$ cat config.mk
export PLATFORM = sky130hd
export DESIGN_NAME = mskaes_mixcol_fwd_stream
export DESIGN_NICKNAME = d
export VERILOG_FILES = /design/src/rtl/mskaes_mixcol_fwd_stream.sv
export SDC_FILE = /design/constraint.sdc
export NUM_CORES = 1
export LEC_CHECK = 0
export CAP_MARGIN = 20
export CORE_UTILIZATION = 35
export DETAILED_ROUTE_END_ITERATION = 16
export GPL_TIMING_DRIVEN = 0
export PLACE_DENSITY = 0.63
export SLEW_MARGIN = 15
export SYNTH_ARGS = -nofsm -noshare
export SYNTH_HDL_FRONTEND = slang
export SYNTH_SLANG_ARGS = --single-unit
$ cat constraint.sdc
create_clock -name clk -period 2.1 [get_ports clk]
set_input_delay 0.21 -clock clk [delete_from_list [all_inputs] [get_ports clk]]
set_output_delay 0.21 -clock clk [all_outputs]
set_load 0.02 [all_outputs]
$ cat src/rtl/mskaes_mixcol_fwd_stream.sv
// Masked forward AES MixColumns, one shared 32-bit column per beat, registered output
// with valid/ready handshake, column counter and final-round bypass.
module mskaes_mixcol_fwd_stream #(
  parameter int d = 2
) (
  input  logic            clk,
  input  logic            rst,
  input  logic            clear,
  input  logic            in_valid,
  output logic            in_ready,
  input  logic            in_bypass,
  input  logic [32*d-1:0] in_col,
  output logic            out_valid,
  input  logic            out_ready,
  output logic [32*d-1:0] out_col,
  output logic [1:0]      out_idx,
  output logic            out_last
);

  // Each byte k occupies in_col[8*d*k +: 8*d]; bit i of share s sits at d*i+s inside it.
  function automatic logic [7:0] xtime(input logic [7:0] x);
    return {x[6:0], 1'b0} ^ (x[7] ? 8'h1b : 8'h00);
  endfunction

  function automatic logic [32*d-1:0] mix_shares(input logic [32*d-1:0] c);
    logic [7:0]      b [4];
    logic [7:0]      a [4];
    logic [32*d-1:0] r;
    r = '0;
    for (int s = 0; s < d; s++) begin
      for (int k = 0; k < 4; k++) begin
        for (int i = 0; i < 8; i++) begin
          b[k][i] = c[8*d*k + d*i + s];
        end
      end
      a[0] = xtime(b[0]) ^ xtime(b[1]) ^ b[1] ^ b[2] ^ b[3];
      a[1] = b[0] ^ xtime(b[1]) ^ xtime(b[2]) ^ b[2] ^ b[3];
      a[2] = b[0] ^ b[1] ^ xtime(b[2]) ^ xtime(b[3]) ^ b[3];
      a[3] = xtime(b[0]) ^ b[0] ^ b[1] ^ b[2] ^ xtime(b[3]);
      for (int k = 0; k < 4; k++) begin
        for (int i = 0; i < 8; i++) begin
          r[8*d*k + d*i + s] = a[k][i];
        end
      end
    end
    return r;
  endfunction

  logic            out_valid_q, out_valid_d;
  logic [32*d-1:0] out_col_q, out_col_d;
  logic [1:0]      out_idx_q, out_idx_d;
  logic [1:0]      col_q, col_d;
  logic            byp_q, byp_d;
  logic            accept;
  logic            pop;
  logic            use_byp;

  // Handshake: a beat moves on a side when valid and ready are both high at the
  // rising edge; the output beat is held unchanged until out_valid & out_ready.
  assign in_ready = ~clear & (~out_valid_q | out_ready);
  assign accept   = in_valid & in_ready;
  assign pop      = out_valid_q & out_ready;
  // Column 0 decides bypass for the whole state; later columns reuse the latch.
  assign use_byp  = (col_q == 2'd0) ? in_bypass : byp_q;

  always_comb begin
    out_valid_d = out_valid_q;
    out_col_d   = out_col_q;
    out_idx_d   = out_idx_q;
    col_d       = col_q;
    byp_d       = byp_q;
    if (clear) begin
      out_valid_d = 1'b0;
      col_d       = 2'd0;
      byp_d       = 1'b0;
    end else if (accept) begin
      out_valid_d = 1'b1;
      out_col_d   = use_byp ? in_col : mix_shares(in_col);
      out_idx_d   = col_q;
      col_d       = col_q + 2'd1;
      byp_d       = use_byp;
    end else if (pop) begin
      out_valid_d = 1'b0;
    end
  end

  always_ff @(posedge clk or posedge rst) begin
    if (rst) begin
      out_valid_q <= 1'b0;
      out_col_q   <= '0;
      out_idx_q   <= 2'd0;
      col_q       <= 2'd0;
      byp_q       <= 1'b0;
    end else begin
      out_valid_q <= out_valid_d;
      out_col_q   <= out_col_d;
      out_idx_q   <= out_idx_d;
      col_q       <= col_d;
      byp_q       <= byp_d;
    end
  end

  assign out_valid = out_valid_q;
  assign out_col   = out_col_q;
  assign out_idx   = out_idx_q;
  assign out_last  = out_valid_q & (out_idx_q == 2'd3);

endmodule

==> results of run 1 <==
layout make-up:
class	instances	share of cell area (%)
multi-input cells	399	45.2
clock inverters	6	0.879
flip-flops and latches	70	25.1
plain buffers	36	2.58
inverters	5	0.305
clock buffers	10	3.43
well taps	180	3.23
repair buffers	134	19.2
layer usage:
metal	up-vias	track usage (%)
met2	169	37.9
met5	-	0
li1	2046	-
met1	2194	33.1
met4	0	9.15
met3	22	2.70
logic make-up (layout without fill, tap and decap cells):
group	count (synthesis)	count (layout)	share of synthesized area [%]
and+or+nand+nor	106	106	10.8
adders and majority gates	1	1	0.246
AOI/OAI and AO/OA	70	70	11.9
muxes	3	3	0.616
DFF	70	70	34.5
xor gates and xnor gates	219	219	38.5
buffers and inverters	41	191	3.50
how the worst max path moves through the flow:
stage	cells after the start	slack [ns]	endpoint	from
floorplan	1	0.12	byp_q	rst
global placement	2	-1.17	out_col[25]	rst
detailed placement	7	-0.51	out_col[25]	in_valid
CTS	7	0.01	out_col[59]	col_q[0]
global route	7	-0.01	out_col[23]	clear
finish	7	0.09	out_col[59]	col_q[0]
flip-flops by register name, summed over array words and instances (netlist names):
| name | flops |
|---|---|
| byp_q | 1 |
| out_idx | 2 |
| out_col | 64 |
| col_q | 2 |
| out_valid | 1 |
metrics by stage:
step / area (um2) / TNS, ns / util (%) / power (mW)
after floorplan: 5080 / 0 / - / 3.63
after global placement: 6600 / -89.64 / 47.0 / 4.90
after detailed placement: 6620 / -8.92 / 47.1 / 4.92
after global routing: 6980 / -0.0165 / 49.7 / 6.82
after CTS: 6950 / 0 / 49.5 / 6.52
final: 6980 / 0 / 49.7 / 6.51
critical path: stages, from the launching register on:
cell and delay [ns]:
sky130_fd_sc_hd__dfrtp_1 0.37, sky130_fd_sc_hd__inv_1 0.09, sky130_fd_sc_hd__ha_1 0.20, sky130_fd_sc_hd__mux2_2 0.37, sky130_fd_sc_hd__clkbuf_2 0.18, sky130_fd_sc_hd__clkbuf_2 0.22
sky130_fd_sc_hd__and3_1 0.20, sky130_fd_sc_hd__a221o_1 0.26
timing repair:
action	CTS	global route
setup endpoints to repair	42	53
buffers inserted	3	1
gates resized for setup	6	13
pin swaps	1	0
cell usage in the layout, fill, tap and decap left out, types with 2 or more instances in the layout:
cell type                         synthesis  routed
sky130_fd_sc_hd__o211ai_1                26      26
sky130_fd_sc_hd__clkbuf_1                21      14
sky130_fd_sc_hd__clkbuf_4                 0       2
sky130_fd_sc_hd__nand2_1                 29      29
sky130_fd_sc_hd__clkinv_2                 0       3
sky130_fd_sc_hd__clkbuf_2                 0       5
sky130_fd_sc_hd__clkbuf_16                0       9
sky130_fd_sc_hd__a221o_1                 37      37
sky130_fd_sc_hd__and3_1                  38      38
sky130_fd_sc_hd__o21ai_0                  4       4
sky130_fd_sc_hd__xor2_1                  28      28
sky130_fd_sc_hd__xnor2_1                186     186
sky130_fd_sc_hd__xnor2_2                  5       5
sky130_fd_sc_hd__dfrtp_1                 70      70
sky130_fd_sc_hd__buf_2                   13      10
sky130_fd_sc_hd__inv_1                    4       3
sky130_fd_sc_hd__clkdlybuf4s50_1          0     129
sky130_fd_sc_hd__buf_4                    2       9
sky130_fd_sc_hd__a21oi_1                  2       2
sky130_fd_sc_hd__mux2i_1                  2       2
sky130_fd_sc_hd__nand3_1                 31      31
Yosys cell counts (2+ instances only):
master | instances | area, um2
sky130_fd_sc_hd__xnor2_1 | 186 | 1630
sky130_fd_sc_hd__dfrtp_1 | 70 | 1750
sky130_fd_sc_hd__and3_1 | 38 | 238
sky130_fd_sc_hd__a221o_1 | 37 | 370
sky130_fd_sc_hd__nand3_1 | 31 | 155
sky130_fd_sc_hd__nand2_1 | 29 | 109
sky130_fd_sc_hd__xor2_1 | 28 | 245
sky130_fd_sc_hd__o211ai_1 | 26 | 195
sky130_fd_sc_hd__clkbuf_1 | 21 | 78.8
sky130_fd_sc_hd__buf_2 | 13 | 65.1
sky130_fd_sc_hd__xnor2_2 | 5 | 81.3
sky130_fd_sc_hd__inv_1 | 4 | 15.0
sky130_fd_sc_hd__o21ai_0 | 4 | 20.0
sky130_fd_sc_hd__a21oi_1 | 2 | 10.0
sky130_fd_sc_hd__buf_4 | 2 | 15.0
sky130_fd_sc_hd__mux2i_1 | 2 | 20.0
report_power, final:
group | internal [mW] | total (mW) | switching [mW]
clock network | 0.948 | 1.57 | 0.626
registers | 1.71 | 1.97 | 0.261
logic | 1.48 | 2.97 | 1.49
total | 4.13 | 6.51 | 2.38
==> impl.org, run 1 <==
** Layout
- In the final layout, the multi-input gates occupy 3160 um2.
- ANT cells :: 0
- Relative to the synthesized area, the layout overhead comes to 37.3%.
- The layout has 1312 filler cells.
- Share of final-layout standard cells stronger than drive strength 1 :: 7.88%
- Final cell count without fillers :: 840
- At the end of the flow, the number of nets in the layout was between 700 and 800.
- The sequential cells in the finished layout cover a total of approximately 1800 um2.

** Synthesis
- Synthesis produced 510 cells.
- Flip-flop and latch count after synthesis :: 70
- Post-synth EDFFs :: 0
- Primary FF master, synth :: sky130_fd_sc_hd__dfrtp_1
- Synthesis instantiated 28 different standard cells from the library.
- Post-Syn Nets :: 581
- Yosys printed 0 warnings.
- Averaged over all synthesized cells, the footprint is 9.96 um2.
- Fraction of synthesis flops using an asynchronous set or reset pin :: 100%
- Post-synthesis cell area :: ~5000 um2
- Share of the yosys chip area belonging to registers :: between 30% and 40%

** Timing
- The clock arrives with 0.00579 ns of skew.
- Final hold violation count :: 0
- After layout, the minimum clock period comes to 2.01 ns.
- On the final layout, the worst hold slack is between 0.2 and 0.25 ns.
- Fraction of the cycle the final worst path needs :: 95.5%
- Worst Slack Setup Final :: ~0.094 ns
- Setup repair after global routing could not meet its margin everywhere.
- Slew at the pin closest to its max-slew limit :: 0.723 ns
- Max frequency :: 0.498 GHz
- Setup violations remaining at the end of the flow were counted as 0.
- Headroom to the max-slew limit :: approximately half
- The count of pins over their slew limit was 0.

** Global routing
- The number of global-route vias before repair was roughly 4500.
- Initial antenna violation count :: 0
- Entering global routing, the biggest net connects 40 pins.
- Wire length of the first global-routing pass :: 26.2 mm
- Overflow after GRT :: 0
- Global-route usage over all layers :: 23.9%

** Clocking
- Counting every sink on the clock net gives 70.
- Cts-stage hold buffer count :: 0
- At the later pin of the worst-skew pair, clock insertion delay measures around 0.34 ns.
- In this run the number of H-tree levels came out at 3.
- The longest clock path from root to sink contains 2 buffers.
- Clock edge transition at the registers on the reported setup and hold paths :: about 0.060 ns
- Total CTS buffers :: 9
- TritonCTS clock tree :: yes
- The root buffer cell chosen for the clock tree is sky130_fd_sc_hd__clkbuf_16.

** Route
- Count of vias placed by the detailed router :: 4431
- Once detail routing completed, the nets flagged for antenna violations numbered 0.
- The routed design has ~17 mm of wire.
- The first routing iteration left between 200 and 300 violations.
- Metal1 wirelength :: ~7.9 mm
- Metal3 WL :: 1.01 mm
- Metal2 WL :: 8.16 mm
- Number of DRC violations after detailed routing :: 0
- Highest metal layer used by the detailed router :: met4
- In the routed layout, each cell is associated on average with a via count of 5.28.
- Routed len/inst :: 20.6 um
- First-pass detailed-route iteration total :: 8

** Setup path
- R2r endpoint :: out_col[59]
- The worst register-to-register path begins at col_q[0].
- Critical path type :: reg2reg
- Startpoint class of the critical path :: flip-flop
- Register-to-register path setup slack :: 0.09 ns
- Data on the critical path is required at its endpoint by 2.32 ns.
- Worst r2r path cells :: 7
- Maximum fanout count along the critical path :: 10
- Endpoint type of the worst setup path :: flip-flop
- Data arrives at the worst endpoint at 2.23 ns.

** Placed design
- Cell count after placement :: 820
- Detailed placement ended at an HPWL of around 13 mm.
- Routability-driven placement finished with a final weighted congestion of 0.902.
- Pre-CTS setup slack :: -0.507 ns
- During placement, the flow inserted port buffers numbering 129.

** Hold path
- Hold Crit Class :: in2async

** Die
- From bottom edge to top edge, the die measures ~120 um.
- The core region is ~14000 um2.
- Die ar. :: 15000 um2
- After floorplanning, the core was divided into 43 placement rows.
- Initial cell density of the core :: 36.2%
- Measured along the x axis, the die boundary spans 122 um.
- Number of placed I/O pins :: about 140

** Power
- Leakage :: between 2 and 3 nW
- Power Density :: between 900 and 1000 nW/um2
- VDD sags by at most around 0.44 mV.

** Flow run
- Across the run, the number of max-cap violations was 0.

** Outcome
- The run finished with clean final reports.
Power figures use the tool's default switching activity.
==> run 2, diff against run 1 <==
--- a/config.mk
+++ b/config.mk
@@ -6,10 +6,11 @@
 export NUM_CORES = 1
 export LEC_CHECK = 0
 export CAP_MARGIN = 20
-export CORE_UTILIZATION = 35
+export CORE_MARGIN = 1.5
+export CORE_UTILIZATION = 45
 export DETAILED_ROUTE_END_ITERATION = 16
 export GPL_TIMING_DRIVEN = 0
-export PLACE_DENSITY = 0.63
+export PLACE_DENSITY = 0.77
 export SLEW_MARGIN = 15
 export SYNTH_ARGS = -nofsm -noshare
 export SYNTH_HDL_FRONTEND = slang
==> run 2 against run 1 <==
Against the previous run:
- highest routed layer unchanged
- sequential share of layout area down 0.099 points
- critical path type unchanged
- flip-flop and latch count unchanged
- sequential power about the same
==> impl.org, run 2 (synthesized netlist as in run 1, its figures left out) <==
** Outcome
- The flow ran to the end, and the final reports show no timing, DRC or antenna violations.

** Global routing
- The first global-routing pass estimated 25.0 mm of wire.
- Vias in the first global route :: 4447
- The number of antenna violations at the first check in global routing came to 0.
- Maximum number of pins on one net before global-route repair :: 48
- Overflow after GRT :: 0
- Across every metal layer, demand over resource in global routing totals 28.5%.

** Setup path
- Critical path data required time :: 2.32 ns
- Counting cells, the worst reg-to-reg path comes to 7.
- Arr. time, crit path :: ~2.2 ns
- Register-to-register path setup slack :: approximately 0.1 ns
- Critical path type :: reg2reg
- The worst register-to-register path begins at col_q[0].
- The endpoint identified for the worst register-to-register timing path is out_col[43].
- Startpoint class of the critical path :: flip-flop
- In this run the worst path has a maximum fanout of 10.
- STA classifies the critical path endpoint as a flip-flop.

** Timing
- Fin Setup TNS :: 0 ns
- Worst Clk Skew :: 0.00467 ns
- The final critical path takes up 95.2% of the cycle.
- The count of pins over their slew limit came to 0.
- Max frequency :: 0.500 GHz
- For the pin with the worst max-slew slack, the measured transition is 0.653 ns.
- The worst path in the final design needs a cycle of 2.00 ns, including I/O delays and setup.
- The final hold violation count is 0.
- Headroom to the max-slew limit came out at between 50% and 60%.
- Setup repair after global routing missed its margin :: false
- Setup violations remaining at the end of the flow were counted as 0.

** Route
- The first routing iteration left 292 violations.
- Summed over all layers, the routed wires come to 16.6 mm.
- Number of DRC violations after detailed routing :: 0
- Routed len/inst :: 20.7 um
- The final route contains 4476 vias.
- The detail route stage leaves a number of antenna-violating nets equal to 0.
- First-pass detailed-route iteration total :: 5
- In the routed layout, each cell is associated on average with a via count of 5.59.

** Power
- For this design the total switching power over the nets is between 2 and 2.5 mW.
- Power spread over the standard cell area amounts to 968 nW/um2.
- The share of total power dissipated in the clock network is 27.0%.
- Registers are responsible for approximately 29% of the overall power.
- For this design the static power due to leakage is 2.78 nW.
- The internal power of the cells totals between 4 and 5 mW.
- Peak supply drop :: around 0.6 mV
- In this run switching power makes up between 30% and 40% of total power.
- The completed layout was analyzed and its total power is 6.78 mW.
- Combinational logic is responsible for 44.1% of the overall power.

** Clocking
- For the worst-skew pair, the clock arrives at the later sink with an insertion delay of ~0.34 ns.
- Clock edge transition at the registers on the reported setup and hold paths :: ~0.06 ns
- The longest clock path from root to sink contains 2 buffers.
- Counting the buffers created by CTS gives 9.
- The clock net in this run drives a total of 70 sinks.
- The root buffer cell chosen for the clock tree is sky130_fd_sc_hd__clkbuf_16.
- The clock tree synthesis step divided the H-tree into 3 levels.
- TritonCTS clock tree :: yes

** Die
- Number of placed I/O pins :: 139
- The core region is 10900 um2.
- Die Y-Extent :: 109 um
- For this configuration, the core starts out at a cell density of 46.5%.
- Die outline width :: 109 um
- In this run the core area contains 38 standard-cell rows.
- Die ar. :: 11900 um2

** Layout
- Area growth from synthesis to layout :: 37.9%
- Fin nets :: 728
- The filler cells instantiated in the layout total 901.
- In the final layout, the multi-input gates occupy 3160 um2.
- The repair_antennas step left the layout with diodes totalling 0.
- Most frequent standard cell in the layout excluding fill and tap cells :: sky130_fd_sc_hd__xnor2_1
- In the final layout, the share of cells above drive strength 1 is 8.32%.
- Max reg flops :: 64
- The top cell types in the final layout, fill and taps aside, are 186 x sky130_fd_sc_hd__xnor2_1, 129 x sky130_fd_sc_hd__clkdlybuf4s50_1, 70 x sky130_fd_sc_hd__dfrtp_1, 38 x sky130_fd_sc_hd__and3_1, 37 x sky130_fd_sc_hd__a221o_1.
- Area occupied by registers :: ~1800 um2

** Placed design
- The congestion estimate from routability-driven global placement came to 0.879.
- The wire-length estimate of the detail-placed layout is between 10 and 15 mm.
- Number of I/O port buffers :: around 130

** Flow run
- Number of max-cap violations :: 0

** Hold path
- Hold Crit Class :: in2async
## run 2: cell types whose count changed in the layout (fill, tap and decap cells not counted), sizes merged
cell and delta:
bufinv +2, clkbuf -3, inv +1, buf +5, clkinv -4
## run 2: area by class of cell
| cell class | instances | share of cell area [%] |
|---|---|---|
| inverters | 5 | 0.304 |
| repair buffers | 136 | 19.5 |
| plain buffers | 36 | 2.64 |
| well taps | 140 | 2.50 |
| multi-input cells | 399 | 45.1 |
| flip-flops and latches | 70 | 25.0 |
| clock buffers | 10 | 3.41 |
| clock inverters | 5 | 1.52 |
## run 2: through the flow
| stage | setup WS (ns) | utilization [%] | cells | instance area [um2] | hold slack [ns] |
|---|---|---|---|---|---|
| floorplan | 0.122 | - | 510 | 5080 | 0.273 |
| global placement | -1.11 | 59.9 | 779 | 6550 | 0.478 |
| detailed placement | -0.403 | 60.1 | 780 | 6580 | 0.491 |
| CTS | 0.00316 | 63.6 | 797 | 6950 | 0.206 |
| global route | 0.0197 | 64.1 | 801 | 7000 | 0.215 |
| finish | 0.102 | 64.1 | 801 | 7000 | 0.191 |
## run 2: worst max path at each step
stage,end,cells past startpoint,slack [ns],from
CTS,out_col[62],7,0.003,col_q[0]
detailed placement,out_col[25],7,-0.40,in_valid
global placement,out_col[25],2,-1.11,rst
global route,out_col[43],7,0.02,col_q[0]
floorplan,byp_q,1,0.12,rst
finish,out_col[43],7,0.10,col_q[0]
## run 2: worst max-delay path, cell delays in order (launching register included)
cell                      delay, ns
sky130_fd_sc_hd__dfrtp_1       0.38
sky130_fd_sc_hd__inv_1         0.09
sky130_fd_sc_hd__ha_1          0.20
sky130_fd_sc_hd__mux2_2        0.38
sky130_fd_sc_hd__buf_2         0.19
sky130_fd_sc_hd__buf_4         0.20
sky130_fd_sc_hd__and3_1        0.17
sky130_fd_sc_hd__a221o_1       0.26
## run 2: power groups by stage
stage	clock, mW	combinational (mW)	sequential, mW
2_1_floorplan	0	1.28	2.35
3_3_place_gp	0	2.88	1.97
3_5_place_dp	0	2.93	1.96
4_1_cts	1.83	2.97	1.95
5_1_grt	1.90	3.16	1.99
6_report	1.83	2.99	1.96
## run 2: what timing repair did
item                                   in CTS  in global routing
hold buffers                                0                  0
buffers inserted                            2                  4
setup endpoints to repair                  43                 53
pin swaps                                   1                  0
endpoints found under the hold margin       0                  0
gates resized for setup                     7                 18
## run 2: layer usage
layer / global-route usage [%] / wire length (um) / part of all wire [%]
met2: 46.4 / 8060 / 49
met1: 37.3 / 6870 / 41
met5: 0 / 0 / 0
met4: 10.1 / 389 / 2.3
met3: 5.98 / 1290 / 7.8
==> patch 1: new RTL, config.mk and constraints of run 1 <==
Make the reset (`rst`) synchronous in one clocked block.
--- a/src/rtl/mskaes_mixcol_fwd_stream.sv
+++ b/src/rtl/mskaes_mixcol_fwd_stream.sv
@@ -84,7 +84,7 @@
     end
   end
 
-  always_ff @(posedge clk or posedge rst) begin
+  always_ff @(posedge clk) begin
     if (rst) begin
       out_valid_q <= 1'b0;
       out_col_q   <= '0;
Function: differs if rst is asserted again (counterexample within 4 cycles, from zero or initial values and one cycle with rst high); with rst held inactive, the same outputs for 4 cycles.
==> patch 1 against run 1 <==
Area after synthesis grew 7.4%. Fmax is 2.4% higher. Wire length up 6.4%. Power shrank 24%. Sequential share of layout area is 5.7 points lower. Worst setup slack better by 0.046 ns. Critical path depth did not move. Utilization is 2.1 points lower. Sequential power down 24%. Clock skew about the same. Combinational power is 37% lower. Sequential cell count did not move. Design area up 3.7%. Critical path type unchanged. Largest power group unchanged. Highest routed layer unchanged.
==> patch 1: results <==
# TYPE chip_impl_metric gauge
chip_impl_info{name="synth_flop_cell",value="dfxtp_1"} 1
chip_impl_metric{name="drt_wl_total",unit="um"} 18400
chip_impl_metric{name="post_route_cells_drive_above_1_share",unit=""} 0.110
chip_impl_info{name="slowest_stage",value="dfxtp_1"} 1
chip_impl_metric{name="power.ir.vdd_worst",unit="mV"} 0.442
chip_impl_metric{name="gp_congestion",unit=""} 0.888
chip_impl_metric{name="synthCells",unit=""} 572
chip_impl_info{name="run_status",value="finished, final reports clean"} 1
chip_impl_metric{name="worst_slew_pin_slew",unit="ns"} 0.817
chip_impl_metric{name="grt.total_usage",unit=""} 0.230
chip_impl_metric{name="syn-num-nets",unit=""} 643
chip_impl_metric{name="dp_worst_setup_slack",unit="ns"} -0.277
chip_impl_metric{name="grt_first_pass_wirelength",unit="um"} 27500
chip_impl_metric{name="ys_warn_count",unit=""} 0
chip_impl_info{name="netlist_top_cells_count",value="xnor2_1 (88), nand2_1 (78), dfxtp_1 (70), nor2_1 (50), a311oi_1 (33)"} 1
chip_impl_metric{name="route.antenna.remaining_nets",unit=""} 0
chip_impl_metric{name="post_drt_via_cell_ratio",unit=""} 5.42
chip_impl_info{name="synth_top_cells_by_area",value="dfxtp_1 (26%), xnor2_1 (14%), xnor3_1 (13%), nand2_1 (5.4%), a311oi_1 (5.3%)"} 1
chip_impl_metric{name="ff2ff_setup_slack",unit="ns"} 0.14
chip_impl_metric{name="async_flop_share",unit=""} 0
chip_impl_info{name="hold_class",value="input port to flop"} 1
chip_impl_metric{name="io_buffers",unit=""} 121
chip_impl_metric{name="final_layout_net_count",unit=""} 775
chip_impl_metric{name="grt_pass1_vias",unit=""} 4846
chip_impl_metric{name="detail_route.iter0.violations",unit=""} 525
chip_impl_metric{name="p_leak",unit="uW"} 0.00293
chip_impl_metric{name="final.setup_skew",unit="ns"} 0.00606
chip_impl_metric{name="period_share",unit=""} 0.933
chip_impl_metric{name="critPathArrivalTime",unit="ns"} 2.21
chip_impl_metric{name="postPlaceCellArea",unit="um2"} 6900
chip_impl_metric{name="yosys.cell_types.count",unit=""} 34
chip_impl_metric{name="synth_sequential_area_ratio",unit=""} 0.257
chip_impl_metric{name="dr_total_vias",unit=""} 4858
chip_impl_metric{name="placed_cells_incl_taps",unit=""} 881
## patch 1: cell types whose count changed in the layout (fill, tap and decap cells not counted), sizes merged, moves of 36 or more
cell	before	now
nand2	29	78
nor2	1	51
and3	38	2
a311oi	0	41
dfrtp	70	0
dfxtp	0	70
a221o	37	0
xnor2	191	100
## patch 1: area by class of cell
type,instances,area (um2)
fill,1477,7970
multi-input combinational,448,3820
sequential,70,1400
timing repair buffer,121,1210
buffer,51,250
clock buffer,11,243
tap,188,235
clock inverter,5,58.8
inverter,3,11.3
## patch 1: timing repair
item | 4_1_cts | 5_1_grt
resized for setup | 2 | 11
endpoints found under the setup margin | 22 | 32
buffers inserted | 0 | 0
## patch 1: per-layer routing
layer	GRT usage	up-vias	wire, um
li1	-	2245	-
met1	0.302	2332	8200
met2	0.366	230	8310
met3	0.0392	51	1260
met4	0.109	0	673
met5	0	-	0
## patch 1: cell families (layout without fill, tap and decap cells)
logic type	Yosys count	after routing	share of synthesized area
DFF	70	70	0.257
buffers and inverters	54	191	0.0454
and+or+nand+nor	171	171	0.131
muxes	11	11	0.0204
adders and majority gates	1	1	0.00229
AOI/OAI and AO/OA	95	95	0.150
xor gates and xnor gates	170	170	0.394
## patch 1: power by group
part	switching (uW)	internal, uW	total [uW]
Combinational	945	938	1880
Sequential	65.9	1430	1490
Clock	630	953	1580
Total	1640	3320	4960
## patch 1: through the flow
step	hold slack, ns	TNS (ns)	total power [uW]
CTS	0.198	0	4950
global placement	0.463	-4.56	3350
global route	0.220	0	5140
detailed placement	0.471	-6.46	3380
floorplan	0.287	0	2750
finish	0.200	0	4960
## patch 1: path summary, 6_finish.rpt
kind / start / end
max reg2reg: col_q[0] / out_col[33]
min: in_col[46] / out_col[46]
min reg2reg: out_idx[0] / out_idx[0]
max: col_q[0] / out_col[33]
==> patch 2: new RTL, config.mk and constraints of run 1 <==
Without the edit above. Set the parameter `d` to 1 (it was 2).
--- a/src/rtl/mskaes_mixcol_fwd_stream.sv
+++ b/src/rtl/mskaes_mixcol_fwd_stream.sv
@@ -1,7 +1,7 @@
 // Masked forward AES MixColumns, one shared 32-bit column per beat, registered output
 // with valid/ready handshake, column counter and final-round bypass.
 module mskaes_mixcol_fwd_stream #(
-  parameter int d = 2
+  parameter int d = 1
 ) (
   input  logic            clk,
   input  logic            rst,
Interface: changed (resized in_col and out_col); port bits go from 139 to 75. No check against the original RTL was run, so the function may have changed too.
==> patch 2 against run 1 <==
Wire length down 58%. Worst hold slack better by 0.030 ns. Non-clock buffer count down 83. Power down 52%. Critical path type is now input port to flop. Sequential cell count down 32. Area after synthesis down 47%. Combinational power down 48%. Design area down 48%. Worst setup slack better by 0.054 ns. Fmax up 2.8%. Largest cell class unchanged.
==> patch 2: results <==
# TYPE chip_impl_metric gauge
chip_impl_info{name="run_status",value="finished, final reports clean"} 1
chip_impl_metric{name="cts-htree-levels",unit=""} 2
chip_impl_metric{name="syn-num-nets",unit=""} 307
chip_impl_metric{name="synth_sequential_area_ratio",unit=""} 0.352
chip_impl_metric{name="layout.filler_cells",unit=""} 711
chip_impl_info{name="launching_element_of_the_worst_setup_path",value="out_ready"} 1
chip_impl_metric{name="die_area",unit="um2"} 8080
chip_impl_metric{name="detail_route.iter0.violations",unit=""} 81
chip_impl_metric{name="grt_start_max_net_pins",unit=""} 22
chip_impl_metric{name="gp_congestion",unit=""} 0.839
chip_impl_metric{name="synth_xor_xnor_area_share",unit=""} 0.376
chip_impl_metric{name="muxShareOfSynthArea",unit=""} 0.00417
chip_impl_metric{name="max_slew_margin",unit=""} 0.617
chip_impl_metric{name="complex_gate_fraction_of_the_synthesized_area",unit=""} 0.115
chip_impl_metric{name="cts_setup_buffers",unit=""} 0
chip_impl_metric{name="grt_pass1_vias",unit=""} 2330
chip_impl_metric{name="worstSkewPairLatency",unit="ns"} 0.30
chip_impl_metric{name="post_drt_wl_per_cell",unit="um"} 16.4
chip_impl_metric{name="cts-buffers-inserted",unit=""} 5
chip_impl_metric{name="yosys.cell_types.count",unit=""} 24
chip_impl_metric{name="grt.total_usage",unit=""} 0.191
chip_impl_info{name="netlist_top_cells_count",value="xnor2_1 (88), dfrtp_1 (38), and3_1 (20), a221o_1 (19), nand2_1 (19)"} 1
chip_impl_info{name="crit_path_end",value="out_col[30]"} 1
chip_impl_metric{name="critPathArrivalTime",unit="ns"} 2.19
chip_impl_metric{name="final_layout_net_count",unit=""} 385
chip_impl_info{name="slowest_stage",value="clkdlybuf4s50_1"} 1
chip_impl_metric{name="io_buffers",unit=""} 70
chip_impl_metric{name="ff2ff_setup_slack",unit="ns"} 0.15
chip_impl_metric{name="postPlaceCellArea",unit="um2"} 3550
chip_impl_metric{name="cts.clk_slew.worst_paths",unit="ns"} 0.08
chip_impl_metric{name="p_leak",unit="uW"} 0.00146
chip_impl_metric{name="drt-pass1-iter-count",unit=""} 4
patch 2: worst max-delay path, delay by kind of cell:
family / cells / cell delay [ns]
AO/OA/AOI/OAI: 1 / 0.19
AND/OR/NAND/NOR: 3 / 0.97
buffers and inverters: 2 / 0.80
patch 2: how the worst min path moves through the flow:
stage | slack, ns | endpoint | startpoint | depth (start not counted)
4_1_cts | 0.26 | out_col[31] | rst | 2
3_5_place_dp | 0.49 | out_idx[0] | out_idx[0] | 2
3_3_place_gp | 0.48 | out_idx[0] | out_idx[0] | 2
2_1_floorplan | 0.28 | col_q[0] | clear | 1
5_1_grt | 0.29 | out_col[19] | rst | 2
6_report | 0.25 | out_col[31] | rst | 2
patch 2: logic make-up (layout without fill, tap and decap cells):
family          after synthesis  after routing
compound gates               36             36
simple gates                 62             62
fa+ha+maj                     1              1
buf+inv                      20             99
xor+xnor                    110            110
mux                           1              1
flops                        38             38
patch 2: layout make-up:
class                   instances  area (um2)  area share
clock inverters                 1        5.00     0.00137
clock buffers                   7        86.3      0.0236
inverters                       4        15.0     0.00411
flip-flops and latches         38         951       0.260
repair buffers                 71         728       0.199
well taps                      99         124      0.0339
plain buffers                  16        75.1      0.0205
multi-input cells             210        1670       0.457
patch 2: repair_timing:
action	CTS	global route
gates resized for setup	2	1
endpoints found under the setup margin	15	6
gates cloned	0	0
patch 2: layer usage:
layer | GRT usage | routed length, um
met4 | 0.0497 | 65
met3 | 0.0364 | 344
met1 | 0.253 | 3500
met5 | 0 | 0
met2 | 0.319 | 3410
patch 2: stage by stage:
stage / instances / TNS (ns) / setup slack [ns] / hold slack, ns
finish: 446 / 0 / 0.148 / 0.250
global route: 446 / 0 / 0.0206 / 0.289
CTS: 446 / 0 / 0.106 / 0.264
detailed placement: 438 / -3.92 / -0.308 / 0.491
global placement: 437 / -2.85 / -0.245 / 0.479
floorplan: 268 / 0 / 0.432 / 0.276
patch 2: report_power, final:
group          internal, uW  switching [uW]
registers               924             116
clock network           265             271
logic                   780             746
